`src/rtl/ch_serializer.sv`:
```
// Wide-word to narrow-beat serializer: 1-cycle latency from input handshake to first beat, and no bubble between words.
// Output beat is held stable while io_out_ready is low. Optional io_out_parity port is enabled by defining CH_SERIALIZER_PARITY_EN.
module ch_serializer #(
  parameter int DATA_W    = 4,
  parameter int BEATS     = 4,
  parameter int LSB_FIRST = 1
) (
  input  logic                     clk,
  input  logic                     reset,
  input  logic                     io_in_valid,
  input  logic [DATA_W*BEATS-1:0]  io_in_data,
  output logic                     io_in_ready,
  output logic                     io_out_valid,
  output logic [DATA_W-1:0]        io_out_data,
  output logic                     io_out_last,
  input  logic                     io_out_ready
`ifdef CH_SERIALIZER_PARITY_EN
  ,
  output logic                     io_out_parity
`endif
);

  localparam int W     = DATA_W * BEATS;
  localparam int CNT_W = $clog2(BEATS);
  localparam logic [CNT_W-1:0] LAST_CNT = CNT_W'(BEATS - 1);

  typedef enum logic {
    ST_IDLE = 1'b0,
    ST_SEND = 1'b1
  } state_t;

  state_t           r_state;
  state_t           w_state_nxt;
  logic [W-1:0]     r_shift;
  logic [W-1:0]     w_shift_nxt;
  logic [CNT_W-1:0] r_cnt;
  logic [CNT_W-1:0] w_cnt_nxt;
  logic             w_in_fire;
  logic             w_out_fire;
  logic [W-1:0]     w_shift_adv;

  always_ff @(posedge clk or posedge reset) begin
    if (reset) begin
      r_state <= ST_IDLE;
      r_shift <= '0;
      r_cnt   <= '0;
    end else begin
      r_state <= w_state_nxt;
      r_shift <= w_shift_nxt;
      r_cnt   <= w_cnt_nxt;
    end
  end

  // Shift toward whichever end io_out_data is taken from.
  always_comb begin
    if (LSB_FIRST != 0) w_shift_adv = r_shift >> DATA_W;
    else                w_shift_adv = r_shift << DATA_W;
  end

  always_comb begin
    w_in_fire   = io_in_valid && io_in_ready;
    w_out_fire  = io_out_valid && io_out_ready;
    w_state_nxt = r_state;
    w_shift_nxt = r_shift;
    w_cnt_nxt   = r_cnt;
    case (r_state)
      ST_IDLE: begin
        if (w_in_fire) begin
          w_shift_nxt = io_in_data;
          w_cnt_nxt   = '0;
          w_state_nxt = ST_SEND;
        end
      end
      ST_SEND: begin
        if (w_out_fire) begin
          if (r_cnt != LAST_CNT) begin
            w_shift_nxt = w_shift_adv;
            w_cnt_nxt   = r_cnt + CNT_W'(1);
          end else if (w_in_fire) begin
            w_shift_nxt = io_in_data;
            w_cnt_nxt   = '0;
          end else begin
            w_state_nxt = ST_IDLE;
          end
        end
      end
      default: w_state_nxt = ST_IDLE;
    endcase
  end

  // io_in_ready depends combinationally on io_out_ready so a new word can load on the last beat.
  always_comb begin
    io_out_valid = (r_state == ST_SEND);
    io_out_last  = (r_state == ST_SEND) && (r_cnt == LAST_CNT);
    io_in_ready  = (r_state == ST_IDLE) || (io_out_last && io_out_ready);
    if (LSB_FIRST != 0) io_out_data = r_shift[DATA_W-1:0];
    else                io_out_data = r_shift[W-1 -: DATA_W];
`ifdef CH_SERIALIZER_PARITY_EN
    io_out_parity = io_out_valid ? ^io_out_data : 1'b0;
`endif
  end

endmodule

```
`config.mk`:
```
export PLATFORM = sky130hd
export DESIGN_NAME = ch_serializer
export DESIGN_NICKNAME = d
export VERILOG_FILES = /design/src/rtl/ch_serializer.sv
export SDC_FILE = /design/constraint.sdc
export NUM_CORES = 1
export LEC_CHECK = 0
export CORE_MARGIN = 2
export CORE_UTILIZATION = 51
export DETAILED_ROUTE_END_ITERATION = 8
export PLACE_DENSITY_LB_ADDON = 0.05
export SYNTH_ARGS = -nofsm -noshare
export SYNTH_HDL_FRONTEND = slang
export SYNTH_SLANG_ARGS = --single-unit
export TNS_END_PERCENT = 50
```
`constraint.sdc`:
```
create_clock -name clk -period 4.4 [get_ports clk]
set_clock_uncertainty 0.15 [all_clocks]
set_input_delay 1.1 -clock clk [delete_from_list [all_inputs] [get_ports clk]]
set_output_delay 1.1 -clock clk [all_outputs]
set_load 0.02 [all_outputs]
```
# Yosys cells after proc, flatten, opt, wreduce, memory -nomap -nowiden
# Cells that the tools add are included.
# word_totals
inputBits,20
reg_bits,19
wordCells,25
output_inout_bits,7
# classes
addsub,1
muxes,12
eq_ne,3
n_reduce_logical,5
bitwise,1
# ops
cell,count
two-way mux 16 bit,3
one-hot mux 16 bit (2 select lines),1
two-way mux 2 bit,3
logical AND 1 bit,4
one-hot mux 2 bit (2 select lines),1
two-way mux 1 bit,3
"adder 2 x 1 -> 2 bit, second input constant",1
"== test 2 bit, second input constant",1
"!= test 2 x 1 -> 1 bit, second input constant",1
"!= test 2 bit, second input constant",1
one-hot mux 1 bit (2 select lines),1
logical OR 1 bit,1
NOT 1 bit,1

# Longest topological paths before layout
# depth
depth_word,9
depth_mapped,5

# Worst setup path before layout
# Ideal clock, no wire load.
# synth_path
kind,input -> output
from,input io_out_ready
to,output io_in_ready
n_path_buf,1
required_ns,3.150
cell_stages,3
setup_slack_ns,1.350
arrival_time_ns,1.800
path_cell_list,and2b_1 buf_2 nor2_1
# synth_between
elab_chain_cells,2
# synth_rtl
element,line_no,text
start: declaration,16,input logic io_out_ready
logical AND 1 bit,95,io_in_ready = (r_state == ST_IDLE) || (io_out_last && io_out_ready);
logical OR 1 bit,95,
end: declaration,12,"output logic io_in_ready,"
# No other way between the ends.

# Worst setup path in the final report
# Ends and elaborated chain as after synthesis.

==> results.cfg <==
[final_layout]
multiInputGateArea_um2 = 489
fillers = 170
seq_area_um2 = 475
drive_gt1_share_pct = 11.9
diodes = 0
fin_util_pct = 67.1
layout.nets = 131
syn_to_final_growth_pct = 25.4

[floorplanning]
ios = 27
initial_core_util_pct = 53.5
dieWidth_um = 49.2
die_y_um = 49.2
core_area_um2 = 1940
rows = 16
dieArea_um2 = 2420

[drt]
via_per_inst = 5.84
wl_per_cell_um = 15.4
num_vias = 794
firstDrtPassIters = 4
drt_wl_total_um = 2100
drc = 0
ant_nets = 0
drtIter0Drc = 14

[timing]
worstMarginPinSlew_ns = 0.728
slew_headroom_pct = 51.4
drv_slew = 0
finalWorstSetupSlack_ns = 0.614
finalSetupTns_ns = 0
hold_viol = 0
clock.fmax_mhz = 264
rsz0062_at_grt = no
min_period_ns = 3.79
holdWs_ns = 0.348
fin_crit_sh_pct = 86.0
setup_viol = 0

[clocking]
numCtsBuffers = 3
clock_sinks = 19
clockRootBuffer = clkbuf_4
clockBufferDepth = 2
cts_tree = yes
clk_pin_slew_ns = 0.11
ctsResizeCount = 0
cts_setup_buffers = 0
ctsHtreeMaxLevel = 1
insertion_delay_ns = 0.29
hold_buffers = 0

[synthesis]
synth_cells = 88
synth_warnings = 0
syn_avg_cell_area_um2 = 11.8
synth_seq_cells = 19
synth.distinct_cells = 22
synth_nets = 109
syn_area_um2 = 1040
synth.yosys.seq_area_share_pct = 45.7

[grt]
grtUsageMet3_pct = 3.99
grt_pass1_wl_um = 3550
grt_pass1_vias = 762
antenna_found_initial = 0
grtUsageTotal_pct = 19.2
grt.busiest_layer = met2
use_met2_pct = 28.4
grt_overflow = 0
grt_use_met1_pct = 27.7
grt_start_max_net_pins = 21

[setup_path]
cp_data_arrival_time_ns = 2.54
cpMostUsedCell = clkdlybuf4s50_1
critPathKind = primary input to output port
startpoint_type = primary input
ff2ff_path_depth = 4
crit_chain = clkdlybuf4s50_1 -> and2b_1 -> nor2_1 -> clkdlybuf4s50_1
cp.required_ns = 3.15
worstSetupEndpoint = io_in_ready
cpMaxStageDelayCell = clkdlybuf4s50_1
critPathLaunch = io_out_ready
cp_max_fo = 5
critical-path-max-stage-delay_ns = 0.60
ff2ff_setup_slack_ns = 2.26
crit_path_end_kind = output port
reg2reg_to = r_shift[14]
reg2reg_from = r_cnt[0]

[job]
cap_viol_max_count = 0

[power_and_ir_drop]
total_power_w = 0.000683
powerDensity_nw_per_um2 = 524
vdd_drop_max_mv = 0.289
p_leak_nw = 0.582

[place]
gp_routability_congestion = 0.749
port_buffers = 26
place_hpwl_um = 1350
pre_cts_ws_ns = 0.617

[status]
status = complete, no violations

[hold_path]
hp-class = flip-flop to flip-flop
[worst min-delay path by stage]
| stage | start | to | slack, ns | cells after the start |
|---|---|---|---|---|
| 2_1_floorplan | r_shift[10] | r_shift[10] | 0.30 | 1 |
| 3_3_place_gp | r_shift[4] | r_shift[4] | 0.32 | 1 |
| 3_5_place_dp | r_shift[4] | r_shift[4] | 0.32 | 1 |
| 4_1_cts | r_shift[4] | r_shift[4] | 0.35 | 1 |
| 5_1_grt | r_shift[1] | r_shift[1] | 0.37 | 1 |
| 6_report | r_shift[5] | r_shift[5] | 0.35 | 1 |
[synthesized netlist by cell type]
cell | number | area [um2]
dfrtp_1 | 19 | 475
a31oi_1 | 12 | 75.1
and3b_1 | 12 | 105
o2bb2ai_2 | 7 | 105
a22o_1 | 6 | 52.6
o2bb2ai_1 | 5 | 43.8
buf_4 | 4 | 30.0
buf_2 | 3 | 15.0
inv_1 | 3 | 11.3
nand2b_1 | 3 | 18.8
clkbuf_1 | 2 | 7.51
nor2_1 | 2 | 7.51
and2_1 | 1 | 6.26
and2b_1 | 1 | 7.51
and2b_4 | 1 | 10.0
and3_1 | 1 | 6.26
buf_6 | 1 | 11.3
ha_1 | 1 | 12.5
mux2i_1 | 1 | 10.0
o21ai_4 | 1 | 16.3
o22ai_1 | 1 | 6.26
or3_1 | 1 | 6.26
[per-stage QoR]
step	area [um2]	instances
2_1_floorplan	1040	88
3_3_place_gp	1280	132
3_5_place_dp	1280	132
4_1_cts	1300	136
5_1_grt	1300	136
6_report	1300	136
[cell usage in the layout, fill, tap and decap left out]
cell type	instances
a22o_1	6
a31oi_1	12
and2_1	1
and2b_1	1
and2b_4	1
and3_1	1
and3b_1	12
buf_4	1
clkbuf_1	1
clkbuf_4	3
clkdlybuf4s50_1	26
dfrtp_1	19
ha_1	1
inv_1	3
mux2i_1	1
nand2b_1	3
nor2_1	2
o21ai_4	1
o22ai_1	1
o2bb2ai_1	5
o2bb2ai_2	7
or3_1	1
[report_power, final]
| group | switching (W) | total, W | internal (W) |
|---|---|---|---|
| clock network | 0.0000523 | 0.0000875 | 0.0000352 |
| registers | 0.0000433 | 0.000276 | 0.000233 |
| logic | 0.000152 | 0.000319 | 0.000167 |
[worst max-delay path, delay by kind of cell]
family                 cells  cell delay [ns]
buffers and inverters      2             1.13
and+or+nand+nor            2             0.31
[layer usage]
metal / vias up / share of wire, %
met4: 0 / 1.0
li1: 380 / -
met1: 392 / 49
met3: 2 / 4.3
met2: 20 / 46
met5: - / 0
[cell families (layout without fill, tap and decap cells)]
| family | Yosys count | count (layout) | synth area share, % |
|---|---|---|---|
| buffers and inverters | 13 | 34 | 7.22 |
| adders and majority gates | 1 | 1 | 1.20 |
| and+or+nand+nor | 22 | 22 | 16.1 |
| DFF | 19 | 19 | 45.7 |
| AOI/OAI and AO/OA | 32 | 32 | 28.8 |
| muxes | 1 | 1 | 0.963 |
[layout make-up]
type,instances,area share [%]
clock buffers,4,2.02
inverters,3,0.864
multi-input cells,56,37.5
flip-flops and latches,19,36.5
well taps,27,2.59
repair buffers,27,20.5
[registers in the layout, indices dropped and copies added, names as in the netlist]
signal and flops:
io_out_valid 1, r_cnt 2, r_shift 16
No activity file was read; power rests on OpenSTA's default activity.
